===== src/rtl/mem_interconnect_nport.sv =====
// Single-master to N-target data-memory interconnect: base/mask decode, one outstanding transaction.
// Optional watchdog and sticky dead-target tracking when MEM_IC_TIMEOUT_EN is defined.
module mem_interconnect_nport #(
  parameter int XLEN        = 32,
  parameter int NUM_TGT     = 4,
  parameter logic [NUM_TGT*XLEN-1:0] TGT_BASE = {32'h3000_0000, 32'h2000_0000, 32'h1000_0000, 32'h0000_0000},
  parameter logic [NUM_TGT*XLEN-1:0] TGT_MASK = {32'hF000_0000, 32'hF000_0000, 32'hF000_0000, 32'hF000_0000},
  parameter int TIMEOUT_CYC = 255
) (
  input  logic                    core_clk_i,
  input  logic                    core_resetn_i,
  input  logic                    req_valid_i,
  output logic                    req_ready_o,
  input  logic [XLEN-1:0]         req_addr_i,
  input  logic                    req_write_i,
  input  logic [XLEN-1:0]         req_wdata_i,
  input  logic [XLEN/8-1:0]       req_strb_i,
  output logic                    rsp_valid_o,
  output logic [XLEN-1:0]         rsp_rdata_o,
  output logic                    rsp_err_o,
  output logic [NUM_TGT-1:0]      tgt_valid_o,
  input  logic [NUM_TGT-1:0]      tgt_ready_i,
  output logic [XLEN-1:0]         tgt_addr_o,
  output logic                    tgt_write_o,
  output logic [XLEN-1:0]         tgt_wdata_o,
  output logic [XLEN/8-1:0]       tgt_strb_o,
  input  logic [NUM_TGT-1:0]      tgt_rsp_valid_i,
  input  logic [NUM_TGT*XLEN-1:0] tgt_rdata_i,
  input  logic [NUM_TGT-1:0]      tgt_err_i,
  output logic [15:0]             err_count_o
);

  localparam int SEL_W = (NUM_TGT > 1) ? $clog2(NUM_TGT) : 1;

  localparam logic [1:0] IDLE = 2'd0;
  localparam logic [1:0] REQ  = 2'd1;
  localparam logic [1:0] WAIT = 2'd2;
  localparam logic [1:0] RESP = 2'd3;

  logic [1:0]         state;
  logic [SEL_W-1:0]   sel_q;
  logic [XLEN-1:0]    addr_q;
  logic               write_q;
  logic [XLEN-1:0]    wdata_q;
  logic [XLEN/8-1:0]  strb_q;
  logic [XLEN-1:0]    rdata_q;
  logic               err_q;
  logic [15:0]        err_count;

  logic               dec_hit;
  logic               dec_dead;
  logic [SEL_W-1:0]   dec_sel;
  logic               sel_ready;
  logic               sel_rsp;
  logic               sel_err;
  logic [XLEN-1:0]    sel_rdata;
  logic [NUM_TGT-1:0] sel_onehot;
  logic               tmo_hit;
  logic [NUM_TGT-1:0] dead;

  // Descending scan so the lowest-index matching target wins on overlapping windows.
  always_comb begin
    dec_hit  = 1'b0;
    dec_dead = 1'b0;
    dec_sel  = '0;
    for (int i = NUM_TGT - 1; i >= 0; i--) begin
      if ((req_addr_i & TGT_MASK[i*XLEN +: XLEN]) == TGT_BASE[i*XLEN +: XLEN]) begin
        dec_hit  = 1'b1;
        dec_dead = dead[i];
        dec_sel  = SEL_W'(i);
      end
    end
  end

  always_comb begin
    sel_ready  = 1'b0;
    sel_rsp    = 1'b0;
    sel_err    = 1'b0;
    sel_rdata  = '0;
    sel_onehot = '0;
    for (int i = 0; i < NUM_TGT; i++) begin
      if (sel_q == SEL_W'(i)) begin
        sel_ready     = tgt_ready_i[i];
        sel_rsp       = tgt_rsp_valid_i[i];
        sel_err       = tgt_err_i[i];
        sel_rdata     = tgt_rdata_i[i*XLEN +: XLEN];
        sel_onehot[i] = 1'b1;
      end
    end
  end

`ifdef MEM_IC_TIMEOUT_EN
  logic [15:0] tmo_cnt;

  // A handshake or response in the final cycle takes priority over the watchdog.
  assign tmo_hit = (tmo_cnt == 16'(TIMEOUT_CYC - 1)) &&
                   (((state == REQ) && !sel_ready) || ((state == WAIT) && !sel_rsp));

  always_ff @(posedge core_clk_i or negedge core_resetn_i) begin
    if (!core_resetn_i) begin
      tmo_cnt <= '0;
      dead    <= '0;
    end else begin
      if (state == IDLE) begin
        tmo_cnt <= '0;
      end else if ((state == REQ) || (state == WAIT)) begin
        tmo_cnt <= tmo_cnt + 16'd1;
      end
      if (tmo_hit) begin
        dead <= dead | sel_onehot;
      end
    end
  end
`else
  assign tmo_hit = 1'b0;
  assign dead    = '0;
`endif

  always_ff @(posedge core_clk_i or negedge core_resetn_i) begin
    if (!core_resetn_i) begin
      state   <= IDLE;
      sel_q   <= '0;
      addr_q  <= '0;
      write_q <= 1'b0;
      wdata_q <= '0;
      strb_q  <= '0;
      rdata_q <= '0;
      err_q   <= 1'b0;
    end else begin
      case (state)
        IDLE: begin
          if (req_valid_i) begin
            addr_q  <= req_addr_i;
            write_q <= req_write_i;
            wdata_q <= req_wdata_i;
            strb_q  <= req_strb_i;
            sel_q   <= dec_sel;
            rdata_q <= '0;
            if (!dec_hit || dec_dead) begin
              err_q <= 1'b1;
              state <= RESP;
            end else begin
              err_q <= 1'b0;
              state <= REQ;
            end
          end
        end
        REQ: begin
          if (sel_ready) begin
            if (sel_rsp) begin
              rdata_q <= sel_rdata;
              err_q   <= sel_err;
              state   <= RESP;
            end else begin
              state <= WAIT;
            end
          end else if (tmo_hit) begin
            err_q <= 1'b1;
            state <= RESP;
          end
        end
        WAIT: begin
          if (sel_rsp) begin
            rdata_q <= sel_rdata;
            err_q   <= sel_err;
            state   <= RESP;
          end else if (tmo_hit) begin
            err_q <= 1'b1;
            state <= RESP;
          end
        end
        default: state <= IDLE;
      endcase
    end
  end

  always_ff @(posedge core_clk_i or negedge core_resetn_i) begin
    if (!core_resetn_i) begin
      err_count <= '0;
    end else if ((state == RESP) && err_q && (err_count != 16'hFFFF)) begin
      err_count <= err_count + 16'd1;
    end
  end

  assign req_ready_o = (state == IDLE);
  assign tgt_valid_o = (state == REQ) ? sel_onehot : '0;
  assign tgt_addr_o  = addr_q;
  assign tgt_write_o = write_q;
  assign tgt_wdata_o = wdata_q;
  assign tgt_strb_o  = strb_q;
  assign rsp_valid_o = (state == RESP);
  assign rsp_err_o   = (state == RESP) && err_q;
  // Read data only escapes on a clean read response.
  assign rsp_rdata_o = ((state == RESP) && !err_q && !write_q) ? rdata_q : '0;
  assign err_count_o = err_count;

endmodule

===== config.mk =====
export PLATFORM = sky130hd
export DESIGN_NAME = mem_interconnect_nport
export DESIGN_NICKNAME = d
export VERILOG_FILES = /design/src/rtl/mem_interconnect_nport.sv
export SDC_FILE = /design/constraint.sdc
export NUM_CORES = 1
export LEC_CHECK = 0
export ABC_AREA = 1
export BUFFER_PORTS_ARGS = -buffer_cell sky130_fd_sc_hd__clkbuf_2
export CORE_AREA = 2 2 130 132
export CTS_CLUSTER_SIZE = 24
export DETAILED_ROUTE_END_ITERATION = 10
export DIE_AREA = 0 0 132 134
export PLACE_DENSITY = 0.83
export SYNTH_ARGS = -nofsm -noshare
export SYNTH_HDL_FRONTEND = slang
export SYNTH_SLANG_ARGS = --single-unit

===== constraint.sdc =====
create_clock -name core_clk_i -period 2.58 [get_ports core_clk_i]
set_input_delay 0.258 -clock core_clk_i [delete_from_list [all_inputs] [get_ports core_clk_i]]
set_output_delay 0.258 -clock core_clk_i [all_outputs]
set_load 0.05 [all_outputs]

* After elaboration in Yosys (flattened, before gate mapping)
Cells that the tools add are included.
Word-level totals: logic and storage cells 81, output and inout port bits 124, bits of input ports 212, register bits after elaboration 122
Operators by class: muxes and demuxes 45, reductions and logical operators 13, equal/unequal tests 13, add/sub/neg operators 1
Operators with widths (count):
- 32-bit two-way mux | 8
- 32-bit case mux with 3 select lines | 1
- 32-bit zero test | 1
- 1-bit two-way mux | 25
- 16-bit by 1-bit adder with 16-bit output, second input constant | 1
- 2-bit two-way mux | 8
- 16-bit != test, second input constant | 1
- 2-bit equality test, second input constant | 4
- 4-bit by 2-bit equality test with 1-bit output, second input constant | 2
- 2-bit != test, second input constant | 3
- 2-bit case mux with 3 select lines | 1
- 3-bit AND reduction | 2
- 2-bit by 1-bit equality test with 1-bit output, second input constant | 2
- 4-bit by 1-bit equality test with 1-bit output, second input constant | 1
- 1-bit logical AND | 4
- 2-bit zero test | 2
- 4-bit two-way mux | 1
- 1-bit case mux with 3 select lines | 1
- 3-bit nonzero test | 1
- 1-bit zero test | 2
- 2-bit AND reduction | 1

* Depth between registers and ports, before layout
word-level depth 8, mapped depth 11, mapped depth without buffers 10

* Worst setup path after synthesis
Ideal clock, no wire load.
path type register to output, start point register state[0], end point output rsp_rdata_o[10], arrival 2.265 ns, cell stages (with the launch flop) 7, path slack 0.057 ns, buffers on the path 2, data required time 2.322 ns, cells stage by stage dfrtp_1 > ha_1 > inv_2 > or3_1 > clkbuf_1 > clkbuf_1 > nor2_1
Between the ends: word-level cells in the longest chain between the ends 4
Ends and longest elaborated chain:
- start: declaration | line 40 | logic [1:0] state;
- start signal: assignment | line 121 | state <= IDLE;
- start signal: assignment | line 141 | state <= RESP;
- start signal: assignment | line 144 | state <= REQ;
- 2-bit equality test
- named net rsp_valid_o | line 18 | output logic rsp_valid_o,
- 1-bit logical AND (2 in a row) | line 194 | assign rsp_rdata_o = ((state == RESP) && !err_q && !write_q) ? rdata_q : '0;
- 32-bit two-way mux | line 194
- end: declaration | line 19 | output logic [XLEN-1:0] rsp_rdata_o,
The timed path passes the listed nets, and every way through them passes these cells.

* Worst setup path in the final report
start point register state[0], end point output rsp_rdata_o[8]
Between the ends: word-level cells in the longest chain between the ends 4
Ends and longest elaborated chain (line):
- 2-bit equality test | 194
- 1-bit logical AND (2 in a row) | 194
- 32-bit two-way mux | 194
Every way passes these cells.

==> results by stage <==
Outcome:
- The run finished with clean final reports.

Global routing:
- Summed over all layers, the global routing overflow is 0.
- The peak-usage layer in the global routing report is met2.
- Entering global routing, the biggest net connects 72 pins.
- The number of antenna violations at the first check in global routing is 0.
- For met2 alone, demand over resource in global routing was 0.4219.
- The first global-routing pass estimated 34590 um of wire.
- For met1 alone, demand over resource in global routing was 0.2910.
- For this run, the total global-route usage over all layers was measured as 0.2430.
- The global routing usage on met3 is 0.06311.
- The via count of the first global-routing pass came to 7172.

Critical path:
- Data on the critical path arrives at its endpoint at 2.21 ns.
- The kind of launch point of the worst setup path is a register.
- Traced cell by cell, the critical path runs through ha_1 -> inv_2 -> or3_1 -> buf_4 -> nor2_1 -> clkbuf_2.
- The depth of the worst register-to-register path is 8.
- In this run the critical register-to-register path is launched from sel_q[1].
- The capturing point of the worst reg2reg path is rdata_q[3].
- The endpoint kind of the worst setup timing path is an output pin.
- Along the worst path, the maximum fanout reaches 32.
- The critical path is of the reg -> out type.
- The largest single stage delay on the critical path is 0.41 ns.
- The register-to-register setup slack is 0.51 ns.
- The critical path's slowest cell is sky130_fd_sc_hd__dfrtp_1.
- Data on the critical path is required at its endpoint by 2.32 ns.

Finish:
- In the final layout, the share of cells above drive strength 1 is 0.3021.
- The area growth from synthesis to layout is 36.70%.
- The repair_antennas step left the layout with diodes totalling 0.
- The final-stage net count is 1538.

Clock network:
- The clock root buffer is sky130_fd_sc_hd__clkbuf_16.
- The H-tree depth is 4.
- For this design, the sink count on the clock tree is 122.
- In this run the post-CTS setup repair buffer count came out at 0.
- After clock tree synthesis, the flow added hold-fix buffers numbering 1.
- The clock network latency to the later pin of the worst-skew pair is 0.41 ns.
- After clock tree synthesis, the clock-pin slew on the worst setup and hold paths is 0.06 ns.
- Counting the buffers created by CTS gives 17.
- TritonCTS built the clock tree.
- The total of cells resized after clock tree synthesis is 0.
- The maximum clock insertion buffer count is 2.

Timing:
- The smallest clock period supported by the final layout is computed as 2.469 ns.
- The hold violation count in the final report is 0.
- The final number of setup-violating endpoints is 0.
- The max-slew violation total from the final report is 0.
- The total negative slack is 0 ns.
- Setup repair after global routing left no endpoint under its margin.
- The maximum achievable frequency is 0.4050 GHz.
- For the pin with the worst max-slew slack, the measured transition is 0.9804 ns.
- The remaining max-slew budget at the tightest pin is 0.3440.
- The final period utilization is 0.9570.
- Between clock sinks in the finished design, the worst skew comes to 0.01103 ns.

Min path:
- The depth of the worst hold-timing path is 3.
- The worst hold path endpoint is tgt_wdata_o[10].
- The min-delay analysis places its worst path in the category in -> reg.
- In this run the most critical hold path is launched from req_wdata_i[10].

Logic synthesis:
- In the post-synthesis netlist, the biggest area contributors are sky130_fd_sc_hd__dfrtp_1 (45%), sky130_fd_sc_hd__nand2_1 (25%), sky130_fd_sc_hd__nand3_1 (5.6%).
- The sequential fraction of the synthesis area is 0.4534.
- Synthesis inferred 122 register bits.
- Synthesis instantiated 29 different standard cells from the library.
- The number of synthesized flops with an enable pin is 0.
- The biggest area consumer among synthesized cells is sky130_fd_sc_hd__dfrtp_1.
- Of all flip-flops after synthesis, the portion carrying an async set or reset was 1.000.
- The number of nets handed over by synthesis was 1216.
- In the post-synthesis netlist, the cell with the most instances is sky130_fd_sc_hd__nand2_1.
- For this run, the number of Yosys warnings is 0.
- By count the netlist is led by sky130_fd_sc_hd__nand2_1 (451), sky130_fd_sc_hd__dfrtp_1 (122), sky130_fd_sc_hd__nor2_1 (95).
- Of the post-synthesis cell area, the dominant cell type holds 0.4534.
- Synthesis produced a netlist whose cell count is 999.
- The most frequently used flop master after synthesis is sky130_fd_sc_hd__dfrtp_1.
- The netlist area before placement is 0.006734 mm^2.
- After synthesis, the mean cell area works out to 6.741 um^2.

Pwr:
- The total power density per cell area is 1384 mW/mm^2.
- VDD sags by at most 917.6 uV.
- The share of total power dissipated in combinational logic is 0.566.
- The internal power component is 5932 uW.
- The net switching power figure is 6809 uW.
- The leakage power is 0.005496 uW.
- Of the total power, the share spent switching nets is 0.5344.
- The sequential group share of total power is 0.249.
- The design draws 12740 uW.
- The share of total power dissipated in the clock network is 0.185.

Route:
- The count of nets left with antenna violations once routing finished came out at 0.
- The number of iterations in the first detailed-routing pass is 5.
- The post-detailed-routing wire length is 21280 um.
- In the routed design, unresolved DRC markers number 0.
- The via density per instance is 4.702.
- The routed layout has 7307 vias.
- The count of routing violations after the opening detailed-route iteration is 400.
- The average wire length per cell after detail routing is 13.69 um.

Die:
- The core box area is 0.01629 mm^2.
- The floorplan die height is 134 um.
- The floorplan step defined a die boundary enclosing 0.01769 mm^2.
- 336 I/O pins were placed.
- Measured along the x axis, the die boundary spans 132 um.
- The starting density of the core is 0.4134.
- Row generation in the floorplan step produced 47 rows.

Run:
- The tool flagged a number of max-cap violations equal to 0.

Placement:
- During placement, the flow inserted port buffers numbering 335.
- Routability-driven placement finished with a final weighted congestion of 0.8599.
- The HPWL after detailed placement is 15850 um.
[per-stage QoR]
| stage | util | worst slack (ns) | area, um^2 | instances | hold WS, ns |
|---|---|---|---|---|---|
| after floorplan | - | 0.05674 | 6734 | 999 | -0.03759 |
| after global placement | 0.5288 | 0.5622 | 8615 | 1521 | 0.3075 |
| after detailed placement | 0.5288 | 0.5182 | 8615 | 1521 | 0.3178 |
| after CTS | 0.5651 | 0.09054 | 9205 | 1554 | 0.01112 |
| after global routing | 0.5651 | 0.003385 | 9205 | 1554 | 0.02310 |
| final | 0.5651 | 0.1110 | 9205 | 1554 | 0.03058 |
[routing by layer]
metal | wire length, um | vias to the layer above
met4 | 389 | 0
met3 | 1640 | 32
met1 | 8656 | 3329
li1 | - | 3658
met5 | 0 | -
met2 | 10600 | 288
[layout by cell type, fill, tap and decap left out, types with 3 or more instances in the layout]
cell type / count
sky130_fd_sc_hd__a21oi_1: 15
sky130_fd_sc_hd__buf_12: 3
sky130_fd_sc_hd__buf_4: 15
sky130_fd_sc_hd__clkbuf_16: 17
sky130_fd_sc_hd__clkbuf_2: 333
sky130_fd_sc_hd__clkinv_1: 12
sky130_fd_sc_hd__clkinv_4: 3
sky130_fd_sc_hd__dfrtp_1: 122
sky130_fd_sc_hd__ha_1: 5
sky130_fd_sc_hd__inv_1: 92
sky130_fd_sc_hd__inv_2: 10
sky130_fd_sc_hd__inv_6: 7
sky130_fd_sc_hd__nand2_1: 449
sky130_fd_sc_hd__nand2_2: 3
sky130_fd_sc_hd__nand3_1: 75
sky130_fd_sc_hd__nor2_1: 95
sky130_fd_sc_hd__nor3_1: 5
sky130_fd_sc_hd__o21ai_0: 35
sky130_fd_sc_hd__o21ai_1: 5
sky130_fd_sc_hd__xnor2_1: 7
sky130_fd_sc_hd__xor2_1: 6
[how the worst max path moves through the flow]
stage	from	to	slack, ns	cells past startpoint
2_1_floorplan	state[0]	rsp_rdata_o[10]	0.06	6
3_3_place_gp	state[0]	rsp_rdata_o[2]	0.56	6
3_5_place_dp	sel_q[1]	rdata_q[3]	0.52	10
4_1_cts	state[0]	rsp_rdata_o[2]	0.09	6
5_1_grt	state[0]	rsp_rdata_o[8]	0.003	6
6_report	state[0]	rsp_rdata_o[8]	0.11	6
[registers in the layout (all words and copies together) (netlist names)]
| signal | count |
|---|---|
| tgt_strb_o | 4 |
| tgt_write_o | 1 |
| state | 2 |
| rdata_q | 32 |
| err_q | 1 |
| tgt_wdata_o | 32 |
| tgt_addr_o | 32 |
| sel_q | 2 |
| err_count_o | 16 |
[final cells by class]
| cell class | instances | area [um^2] |
|---|---|---|
| Clock inverter | 15 | 155.1 |
| Multi-Input combinational cell | 714 | 3019 |
| Sequential cell | 122 | 3053 |
| Timing Repair Buffer | 352 | 1849 |
| Inverter | 114 | 427.9 |
| Tap cell | 220 | 275.3 |
| Clock buffer | 17 | 425.4 |
| Fill cell | 1513 | 7084 |
[power groups by stage]
stage          Clock [uW]  Combinational [uW]  Sequential, uW
2_1_floorplan           0                3660            4940
3_3_place_gp            0                7080            3170
3_5_place_dp            0                7240            3160
4_1_cts              2410                7240            3170
5_1_grt              2490                7930            3260
6_report             2360                7210            3170
[worst max-delay path: cells and delay by family (launching register included)]
kind,cells,cell delay (ns)
fa+ha+maj,1,0.25
buf+inv,3,0.64
simple gates,2,0.50
flops,1,0.41
[kinds of logic after synthesis]
family | share of synthesized area
fa+ha+maj | 0.009290
compound gates | 0.04273
flops | 0.4534
simple gates | 0.3787
buf+inv | 0.09903
xor+xnor | 0.01691
(Power assumes the default switching activity.)
